`config.mk`:
```
export PLATFORM = sky130hd
export DESIGN_NAME = mem_request_arbiter
export DESIGN_NICKNAME = d
export VERILOG_FILES = /design/src/rtl/mem_request_arbiter.sv
export SDC_FILE = /design/constraint.sdc
export NUM_CORES = 1
export LEC_CHECK = 0
export BUFFER_PORTS_ARGS = -buffer_cell sky130_fd_sc_hd__buf_2
export CORE_UTILIZATION = 43
export DETAILED_ROUTE_END_ITERATION = 12
export GPL_ROUTABILITY_DRIVEN = 0
export PLACE_DENSITY = 0.82
export SLEW_MARGIN = 40
export SYNTH_ARGS = -nofsm -noshare
export SYNTH_HDL_FRONTEND = slang
export SYNTH_SLANG_ARGS = --single-unit
```
`constraint.sdc`:
```
create_clock -name CLK -period 5.6 [get_ports CLK]
set_input_delay 1.68 -clock CLK [delete_from_list [all_inputs] [get_ports CLK]]
set_output_delay 1.68 -clock CLK [all_outputs]
set_load 0.02 [all_outputs]
```
`src/rtl/mem_request_arbiter.sv`:
```
//==============================================================================
// Module   : mem_request_arbiter
// Function : Latches instruction/data memory requests, drives a single-ported
//            RAM handshake and returns one-cycle ihit/dhit with registered data.
// Revision : 1.0 - initial release
//==============================================================================
`timescale 1ns/1ps
`default_nettype none

module mem_request_arbiter #(
    parameter int ADDR_W  = 32,
    parameter int DATA_W  = 32,
    parameter int TIMEOUT = 255
) (
    input  logic              CLK,
    input  logic              RST,
    input  logic              halt,
    input  logic              iREN,
    input  logic [ADDR_W-1:0] iaddr,
    output logic [DATA_W-1:0] iload,
    output logic              ihit,
    input  logic              dREN,
    input  logic              dWEN,
    input  logic [ADDR_W-1:0] daddr,
    input  logic [DATA_W-1:0] dstore,
    output logic [DATA_W-1:0] dload,
    output logic              dhit,
    output logic              ramREN,
    output logic              ramWEN,
    output logic [ADDR_W-1:0] ramaddr,
    output logic [DATA_W-1:0] ramstore,
    input  logic [DATA_W-1:0] ramload,
    input  logic              ramready,
    output logic              err
);

    localparam int c_cnt_w = (TIMEOUT > 1) ? $clog2(TIMEOUT + 1) : 1;
    localparam logic [c_cnt_w-1:0] c_timeout = c_cnt_w'(TIMEOUT);

    typedef enum logic [1:0] {
        S_IDLE = 2'd0,
        S_DACC = 2'd1,
        S_IACC = 2'd2,
        S_ERR  = 2'd3
    } state_t;

    state_t              state_q, state_d;
    logic [ADDR_W-1:0]   addr_q, addr_d;
    logic [DATA_W-1:0]   store_q, store_d;
    logic                wr_q, wr_d;
    logic [c_cnt_w-1:0]  cnt_q, cnt_d;
    logic                ihit_q, ihit_d;
    logic                dhit_q, dhit_d;
    logic [DATA_W-1:0]   iload_q, iload_d;
    logic [DATA_W-1:0]   dload_q, dload_d;
    logic [c_cnt_w-1:0]  w_cnt_inc;

    assign w_cnt_inc = cnt_q + 1'b1;

    always_ff @(posedge CLK or posedge RST) begin
        if (RST) begin
            state_q <= S_IDLE;
            addr_q  <= '0;
            store_q <= '0;
            wr_q    <= 1'b0;
            cnt_q   <= '0;
            ihit_q  <= 1'b0;
            dhit_q  <= 1'b0;
            iload_q <= '0;
            dload_q <= '0;
        end else begin
            state_q <= state_d;
            addr_q  <= addr_d;
            store_q <= store_d;
            wr_q    <= wr_d;
            cnt_q   <= cnt_d;
            ihit_q  <= ihit_d;
            dhit_q  <= dhit_d;
            iload_q <= iload_d;
            dload_q <= dload_d;
        end
    end

    always_comb begin
        state_d = state_q;
        addr_d  = addr_q;
        store_d = store_q;
        wr_d    = wr_q;
        cnt_d   = cnt_q;
        ihit_d  = 1'b0;
        dhit_d  = 1'b0;
        iload_d = iload_q;
        dload_d = dload_q;

        case (state_q)
            S_IDLE: begin
                // The cycle carrying a hit pulse is dead so the requester can
                // retire its request before it could be sampled twice.
                if (!(ihit_q || dhit_q)) begin
                    if (dREN || dWEN) begin
                        addr_d  = daddr;
                        store_d = dstore;
                        wr_d    = dWEN;
                        state_d = S_DACC;
                    end else if (iREN && !halt) begin
                        addr_d  = iaddr;
                        wr_d    = 1'b0;
                        state_d = S_IACC;
                    end
                end
            end
            S_DACC, S_IACC: begin
                if (ramready) begin
                    if (state_q == S_IACC) begin
                        iload_d = ramload;
                        ihit_d  = 1'b1;
                    end else begin
                        dhit_d = 1'b1;
                        if (!wr_q) begin
                            dload_d = ramload;
                        end
                    end
                    cnt_d   = '0;
                    state_d = S_IDLE;
                end else begin
                    cnt_d = w_cnt_inc;
                    if (w_cnt_inc == c_timeout) begin
                        state_d = S_ERR;
                    end
                end
            end
            S_ERR: begin
                state_d = S_ERR;
            end
            default: begin
                state_d = S_IDLE;
            end
        endcase
    end

    // Enables decode straight from state so an asynchronous reset drops them at once.
    assign ramREN   = (state_q == S_IACC) || ((state_q == S_DACC) && !wr_q);
    assign ramWEN   = (state_q == S_DACC) && wr_q;
    assign ramaddr  = addr_q;
    assign ramstore = store_q;
    assign err      = (state_q == S_ERR);
    assign ihit     = ihit_q;
    assign dhit     = dhit_q;
    assign iload    = iload_q;
    assign dload    = dload_q;

endmodule

`default_nettype wire

```
==> flow_metrics.py, run 1 <==
metrics = {
    "route": {
        "avgRoutedWirePerCell_um": 14.1,
        "vias": 4381,
        "first_pass_iters": 4,
        "routed_wl_mm": 12.8,
        "drt_iter0_markers": 143,
        "drtAntennaViolNets": 0,
        "routed_via_density": 4.83,
        "drcViolationCount": 0,
    },
    "cts": {
        "clk_pin_slew_ps": 60,
        "cts_max_path_buffers": 2,
        "clock-root-buffer": "clkbuf_16",
        "cts_sinks": 141,
        "htreeDepth": 4,
        "cts_resized": 0,
        "cts_setup_buffers": 0,
        "cts_tree": "yes",
        "cts_made_buffers": 17,
        "hold_buffers": 0,
        "clk_latency_ps": 410,
    },
    "power_and_ir_drop": {
        "p_sw_frac": 0.407,
        "ir_drop_mv": 0.392,
        "p_sw_mw": 2.03,
        "p_int_mw": 2.97,
        "combPwrFrac": 0.430,
        "power_density_mw_per_mm2": 624,
        "power_frac_seq": 0.356,
        "p_leak_nw": 4.01,
        "power.share.clock": 0.215,
    },
    "global_routing": {
        "antenna_found_initial": 0,
        "grt_overflow_total": 0,
        "grt_usage": 0.189,
        "grt_pass1_wl_mm": 20.8,
        "grt_max_degree": 115,
        "grt_pass1_vias": 4235,
    },
    "min_path": {
        "hold_path_startpoint": "ramaddr[15]$_DFFE_PP0P_",
        "hold_class": "flip-flop to flip-flop",
    },
    "synthesis": {
        "synthSimpleGateAreaFrac": 0.0589,
        "synth_top_area_frac": 0.595,
        "syn_area_sq_mm": 0.00593,
        "synth_seq_area_share": 0.595,
        "synth_flop_cell": "dfrtp_1",
        "synth_fa_ha_area_frac": 0.0127,
        "ys_ff_latch": 141,
        "syn_avg_cell_area_sq_um": 13.2,
        "synth_edf_count": 0,
        "ys_warn_count": 0,
        "async_flop_share": 1.00,
        "yosysUniqueCellTypes": 43,
        "yosysTopAreaCell": "dfrtp_1",
        "syn_nets": 591,
        "synth_compound_area_frac": 0.0610,
        "synthCells": 450,
        "synth_top_family_by_area": "multiplexers",
        "synthXorXnorAreaFrac": 0.00148,
        "ys_top_cells_by_area": "dfrtp_1, mux2_1, mux2i_1",
        "synth.area.mux_share": 0.246,
    },
    "worst_setup_path": {
        "slowest_stage": "dfrtp_1",
        "cp_data_required_time_ps": 3920,
        "cp.buffers_inverters": 2,
        "crit_family": "flip-flops",
        "path_cells": "inv_1 > ha_1 > a21o_1 > buf_2",
        "critPathLaunchType": "flip-flop",
        "slowest_delay_ps": 400,
        "cp.arrival_ps": 1540,
        "path_max_fanout": 4,
        "reg2reg_from": "state_q[1]$_DFFE_PP0P_",
        "path_class": "flip-flop to primary output",
        "cp-end-kind": "primary output",
        "crit_path_start": "state_q[0]$_DFFE_PP0P_",
    },
    "sta": {
        "min_period_ps": 3220,
        "drv_slew": 0,
        "setup_viol": 0,
        "final.setup.tns_ps": 0,
        "finalHoldViolations": 0,
        "max_freq_mhz": 311,
        "whs_ps": 477,
        "fin_crit_sh": 0.574,
        "worst_slack_ps": 2380,
        "maxSlewHeadroom": 0.597,
        "skew_ps": 8.40,
        "tightest_slew_ps": 602,
        "rsz0062_at_grt": "no",
    },
    "place": {
        "placed_cells": 875,
        "pre_cts_slack_ps": 2110,
        "placed_area_sq_mm": 0.00743,
        "numPortBuffers": 267,
        "dp_hpwl_mm": 9.46,
    },
    "floorplanning": {
        "die_w_um": 119,
        "die_h_um": 119,
        "core_sq_mm": 0.0133,
        "std_cell_rows": 42,
        "dieArea_sq_mm": 0.0143,
        "initial_utilization": 0.444,
        "io_pins": 268,
    },
    "finish": {
        "drive_above_1_share": 0.431,
        "diodes": 0,
        "layout_common_cells": "buf_2, dfrtp_1, mux2_1, nand2_1, o21ai_1",
        "final_cells": 907,
        "fin_area_sq_mm": 0.00801,
        "area_delta_synth_final_pct": 35.1,
        "nets": 859,
        "final_common_cell": "buf_2",
    },
    "status": {
        "outcome": "finished, final reports clean",
    },
    "run": {
        "maxCapViolCount": 0,
    },
}
## layout make-up
type / count / area (sq um)
Inverter: 8 / 42.5
Fill cell: 1103 / 5340
Timing Repair Buffer: 272 / 1370
Clock inverter: 13 / 129
Sequential cell: 141 / 3530
Clock buffer: 19 / 443
Multi-Input combinational cell: 278 / 2270
Tap cell: 176 / 220
## synth_stat cells, types with 2 or more instances
library cell / number
mux2i_1: 35
nand3_1: 3
o2bb2ai_1: 2
inv_1: 7
nor2_1: 8
buf_2: 20
o21ai_1: 38
nand2_1: 46
nand3b_1: 3
o21ai_0: 9
ha_1: 6
buf_4: 2
a21oi_1: 5
dfrtp_1: 141
mux2_1: 97
## sequential cells by signal, summed over array words and instances, names as in the netlist
| signal | cells |
|---|---|
| dload | 32 |
| iload | 32 |
| ramaddr | 32 |
| ramstore | 32 |
| cnt_q | 8 |
| state_q | 2 |
| dhit | 1 |
| ihit | 1 |
| wr_q | 1 |
## kinds of logic (layout without fill, tap and decap cells)
logic type,count (synthesis),count (layout)
DFF,141,141
muxes,133,133
and+or+nand+nor,74,74
AOI/OAI and AO/OA,64,64
buffers and inverters,31,312
adders and majority gates,6,6
xor gates and xnor gates,1,1
## worst reg2reg max path, cell delays in order (launching register included)
cell     delay, ps
dfrtp_1        410
inv_1          110
ha_1           430
nand2_1        150
nor3_4         120
buf_4          410
mux2_1         390
## path summary, 6_finish.rpt
| path | to | slack, ps | cells past startpoint |
|---|---|---|---|
| min in group asynchronous | iload[23]$_DFFE_PP0P_ | 1320 | 2 |
| max reg2reg | dload[13]$_DFFE_PP0P_ | 3460 | 6 |
| max in group asynchronous | ramstore[22]$_DFFE_PP0P_ | 3450 | 3 |
| min | ramaddr[15]$_DFFE_PP0P_ | 480 | 2 |
| max | ramREN | 2380 | 4 |
| min reg2reg | ramaddr[15]$_DFFE_PP0P_ | 480 | 2 |
## metal layers
layer / track usage / vias up / wire, um
li1: - / 2122 / -
met3: 0.0670 / 19 / 872
met4: 0.0773 / 0 / 238
met2: 0.323 / 144 / 6620
met5: 0 / - / 0
met1: 0.216 / 2096 / 5060
## power by group through the flow
stage	logic [mW]	registers, mW	clock network, mW
6_report	2.15	1.78	1.07
5_1_grt	2.32	1.84	1.15
4_1_cts	2.18	1.78	1.10
3_5_place_dp	2.18	1.79	0
3_3_place_gp	2.12	1.77	0
2_1_floorplan	0.850	2.36	0
## per-stage QoR
step           total power [mW]  utilization
3_3_place_gp               3.89        0.556
3_5_place_dp               3.97        0.557
2_1_floorplan              3.21            -
5_1_grt                    5.31        0.600
4_1_cts                    5.06        0.600
6_report                   5.00        0.600
No activity file was read; power rests on OpenSTA's default activity.
==> inputs of run 2 (changes only) <==
Clock period 5.6 ns to 2.9 ns, I/O delays scaled along.
==> flow_metrics.py, run 2 (synthesis gave the netlist of run 1 again) <==
metrics = {
    "worst_setup_path": {
        "cp.arrival_ps": 1510,
        "cp.buffers_inverters": 2,
        "slowest_delay_ps": 400,
        "cp-end-kind": "primary output",
        "crit_family": "flip-flops",
        "slowest_stage": "dfrtp_1",
        "path_cells": "inv_1 > ha_1 > a21o_1 > buf_2",
        "r2r_setup_slack_ps": 760,
        "path_max_fanout": 4,
        "path_class": "flip-flop to primary output",
        "cp_data_required_time_ps": 2030,
        "critPathLaunchType": "flip-flop",
    },
    "route": {
        "drt_iter0_markers": 163,
        "drcViolationCount": 0,
        "first_pass_iters": 4,
        "routed_via_density": 4.88,
        "routed_wl_mm": 13.2,
        "vias": 4448,
        "avgRoutedWirePerCell_um": 14.4,
        "drtAntennaViolNets": 0,
    },
    "floorplanning": {
        "dieArea_sq_mm": 0.0143,
        "die_h_um": 119,
        "std_cell_rows": 42,
        "die_w_um": 119,
        "io_pins": 268,
        "initial_utilization": 0.444,
        "core_sq_mm": 0.0133,
    },
    "global_routing": {
        "antenna_found_initial": 0,
        "grt_overflow_total": 0,
        "grt_usage": 0.195,
        "grt_max_degree": 50,
        "grt_pass1_wl_mm": 21.6,
        "grt_pass1_vias": 4434,
    },
    "sta": {
        "finalHoldViolations": 0,
        "min_period_ps": 2380,
        "fin_crit_sh": 0.820,
        "setup_viol": 0,
        "max_freq_mhz": 421,
        "maxSlewHeadroom": 0.555,
        "tightest_slew_ps": 667,
        "skew_ps": 6.96,
        "final.setup.tns_ps": 0,
        "rsz0062_at_grt": "no",
        "drv_slew": 0,
    },
    "finish": {
        "final_util": 0.607,
        "final_cells": 912,
        "nets": 864,
        "layout_common_cells": "buf_2, dfrtp_1, mux2_1, nand2_1, o21ai_1",
        "final_common_cell": "buf_2",
        "area_delta_synth_final_pct": 36.7,
        "drive_above_1_share": 0.432,
        "diodes": 0,
        "fillers": 1092,
    },
    "min_path": {
        "hold_class": "flip-flop to flip-flop",
    },
    "status": {
        "outcome": "finished, final reports clean",
    },
    "power_and_ir_drop": {
        "power_density_mw_per_mm2": 1220,
        "p_leak_nw": 4.05,
        "ir_drop_mv": 0.625,
        "power_mw": 9.85,
    },
    "place": {
        "placed_cells": 880,
        "dp_hpwl_mm": 9.92,
        "numPortBuffers": 267,
    },
    "cts": {
        "htreeDepth": 4,
        "cts_made_buffers": 17,
        "cts_resized": 0,
        "cts_max_path_buffers": 2,
        "cts_setup_buffers": 0,
        "cts_sinks": 141,
        "clock-root-buffer": "clkbuf_16",
        "cts_tree": "yes",
        "clk_pin_slew_ps": 60,
        "clk_latency_ps": 410,
        "hold_buffers": 0,
    },
    "run": {
        "maxCapViolCount": 0,
    },
}
-- run 2: worst paths after layout --
check / start / end / cells after the start
worst max-delay path: state_q[0]$_DFFE_PP0P_ / ramREN / 4
worst min-delay path: ramaddr[1]$_DFFE_PP0P_ / ramaddr[1]$_DFFE_PP0P_ / 2
worst max register to register: state_q[1]$_DFFE_PP0P_ / dload[24]$_DFFE_PP0P_ / 6
worst min register to register: ramaddr[1]$_DFFE_PP0P_ / ramaddr[1]$_DFFE_PP0P_ / 2
max in group asynchronous: RST / ramaddr[31]$_DFFE_PP0P_ / 3
min in group asynchronous: RST / iload[20]$_DFFE_PP0P_ / 2
-- run 2: layout make-up --
cell class / count / area (sq um) / share of cell area
Tap cell: 176 / 220 / 0.0272
Clock buffer: 20 / 447 / 0.0551
Sequential cell: 141 / 3530 / 0.435
Timing Repair Buffer: 277 / 1450 / 0.179
Clock inverter: 12 / 161 / 0.0199
Inverter: 8 / 33.8 / 0.00417
Multi-Input combinational cell: 278 / 2270 / 0.280
-- run 2: metal layers --
layer,global-route usage,share of wire,vias up
li1,-,-,2134
met1,0.224,0.40,2138
met2,0.339,0.52,157
met3,0.0536,0.061,19
met4,0.0820,0.019,0
met5,0,0,-
-- run 2: worst reg2reg max path, stage by stage, from the launching register on --
cell	delay, ps
dfrtp_1	410
inv_1	100
ha_1	430
nand2_1	150
nor3_4	120
buf_4	400
mux2_1	400
-- run 2: stage by stage --
step	setup WS (ps)	hold WS (ps)	area [sq um]
2_1_floorplan	267	522	5930
3_3_place_gp	715	463	7500
3_5_place_dp	694	469	7500
4_1_cts	494	483	8110
5_1_grt	444	498	8110
6_report	523	477	8110
-- run 2: power by group --
part	leakage [nW]	internal, mW	switching (mW)
sequential	1.70	2.94	0.509
clock	0.288	1.38	0.825
combinational	2.06	1.60	2.59
total	4.05	5.92	3.93
==> inputs of run 3 (changes only) <==
Settings changed: CORE_UTILIZATION 43 to 47, PLACE_DENSITY 0.82 to 0.85.
Clock period 2.9 ns to 2.2 ns, I/O delays scaled along.
==> flow_metrics.py, run 3 (synthesis gave the netlist of run 1 again) <==
metrics = {
    "status": {
        "outcome": "finished, final reports clean",
    },
    "floorplanning": {
        "io_pins": 268,
        "initial_utilization": 0.488,
        "core_sq_mm": 0.0122,
        "die_h_um": 114,
        "dieArea_sq_mm": 0.0131,
        "std_cell_rows": 40,
        "die_w_um": 114,
    },
    "sta": {
        "tightest_slew_ps": 571,
        "fin_crit_sh": 0.967,
        "min_period_ps": 2130,
        "worst_slack_ps": 73.6,
        "setup_viol": 0,
        "finalHoldViolations": 0,
        "maxSlewHeadroom": 0.620,
        "whs_ps": 407,
        "rsz0062_at_grt": "no",
        "max_freq_mhz": 470,
        "drv_slew": 0,
        "skew_ps": 5.11,
    },
    "route": {
        "avgRoutedWirePerCell_um": 15.7,
        "vias": 4515,
        "routed_via_density": 5.02,
        "routed_wl_mm": 14.2,
        "drcViolationCount": 0,
        "first_pass_iters": 4,
        "drtAntennaViolNets": 0,
        "drt_iter0_markers": 190,
    },
    "place": {
        "dp_hpwl_mm": 10.4,
        "numPortBuffers": 267,
        "pre_cts_slack_ps": 243,
    },
    "global_routing": {
        "grt_pass1_vias": 4646,
        "grt_max_degree": 107,
        "grt_overflow_total": 0,
        "antenna_found_initial": 0,
        "grt_pass1_wl_mm": 22.1,
        "grt_usage": 0.223,
    },
    "worst_setup_path": {
        "cp-end-kind": "primary output",
        "slowest_delay_ps": 410,
        "path_class": "flip-flop to primary output",
        "slowest_stage": "dfrtp_1",
        "path_cells": "inv_1 > ha_2 > a21o_1 > buf_2",
        "critPathLaunchType": "flip-flop",
        "path_max_fanout": 4,
        "cp_data_required_time_ps": 1540,
        "cp.arrival_ps": 1470,
    },
    "power_and_ir_drop": {
        "power_density_mw_per_mm2": 1650,
        "p_leak_nw": 4.10,
        "ir_drop_mv": 0.920,
    },
    "cts": {
        "hold_buffers": 0,
        "cts_tree": "yes",
        "cts_sinks": 141,
        "clk_pin_slew_ps": 50,
        "cts_max_path_buffers": 2,
        "clk_latency_ps": 410,
        "cts_setup_buffers": 0,
        "htreeDepth": 4,
        "cts_resized": 0,
        "cts_made_buffers": 17,
        "clock-root-buffer": "clkbuf_16",
    },
    "finish": {
        "final_common_cell": "buf_2",
        "diodes": 0,
        "layout_common_cells": "buf_2, dfrtp_1, mux2_1, nand2_1, o21ai_1",
        "nets": 861,
        "area_delta_synth_final_pct": 38.2,
        "drive_above_1_share": 0.433,
    },
    "min_path": {
        "hold_class": "input pin to asynchronous set/reset pin",
    },
    "run": {
        "maxCapViolCount": 0,
    },
}
run 3: layer usage:
layer / wire length [um] / GRT usage
met5: 0 / 0
met4: 405 / 0.113
met3: 832 / 0.0598
met2: 7440 / 0.398
met1: 5490 / 0.243
run 3: path summary, 6_finish.rpt:
path                                         start  slack (ps)  cells after the start                  endpoint
min                                            RST         410                      3  ramstore[20]$_DFFE_PP0P_
min in group CLK                        dstore[11]         460                      2  ramstore[11]$_DFFE_PP0P_
min reg2reg                ramaddr[16]$_DFFE_PP0P_         480                      2   ramaddr[16]$_DFFE_PP0P_
max in group asynchronous                      RST        1340                      3     iload[21]$_DFFE_PP0P_
max reg2reg                 state_q[0]$_DFFE_PP0P_         210                      6     dload[21]$_DFFE_PP0P_
max                         state_q[0]$_DFFE_PP0P_          70                      4                    ramREN
run 3: through the flow:
stage	total power [mW]	TNS [ps]	std cells	cell area, sq um	util
2_1_floorplan	8.18	-31450	450	5930	-
3_3_place_gp	9.99	0	869	7500	0.617
3_5_place_dp	10.3	0	869	7500	0.617
4_1_cts	13.6	0	900	8190	0.673
5_1_grt	14.3	0	900	8190	0.674
6_report	13.5	0	900	8190	0.674
run 3: final cells by class:
type	count	area, sq um
flip-flops and latches	141	3530
clock buffers	19	443
inverters	8	33.8
fillers	917	3970
well taps	168	210
clock inverters	12	241
multi-input cells	278	2270
repair buffers	274	1460
run 3: report_power, final:
part,internal (mW),total [mW],switching [mW]
combinational,2.17,5.63,3.46
sequential,3.88,4.57,0.689
clock,2.26,3.31,1.05
total,8.31,13.5,5.20
run 3: worst max-delay path: cells and delay by family, from the launching register on:
family                     cells  cell delay, ps
buffers and inverters          2             270
AOI/OAI and AO/OA              1             150
adders and majority gates      1             230
DFF                            1             410
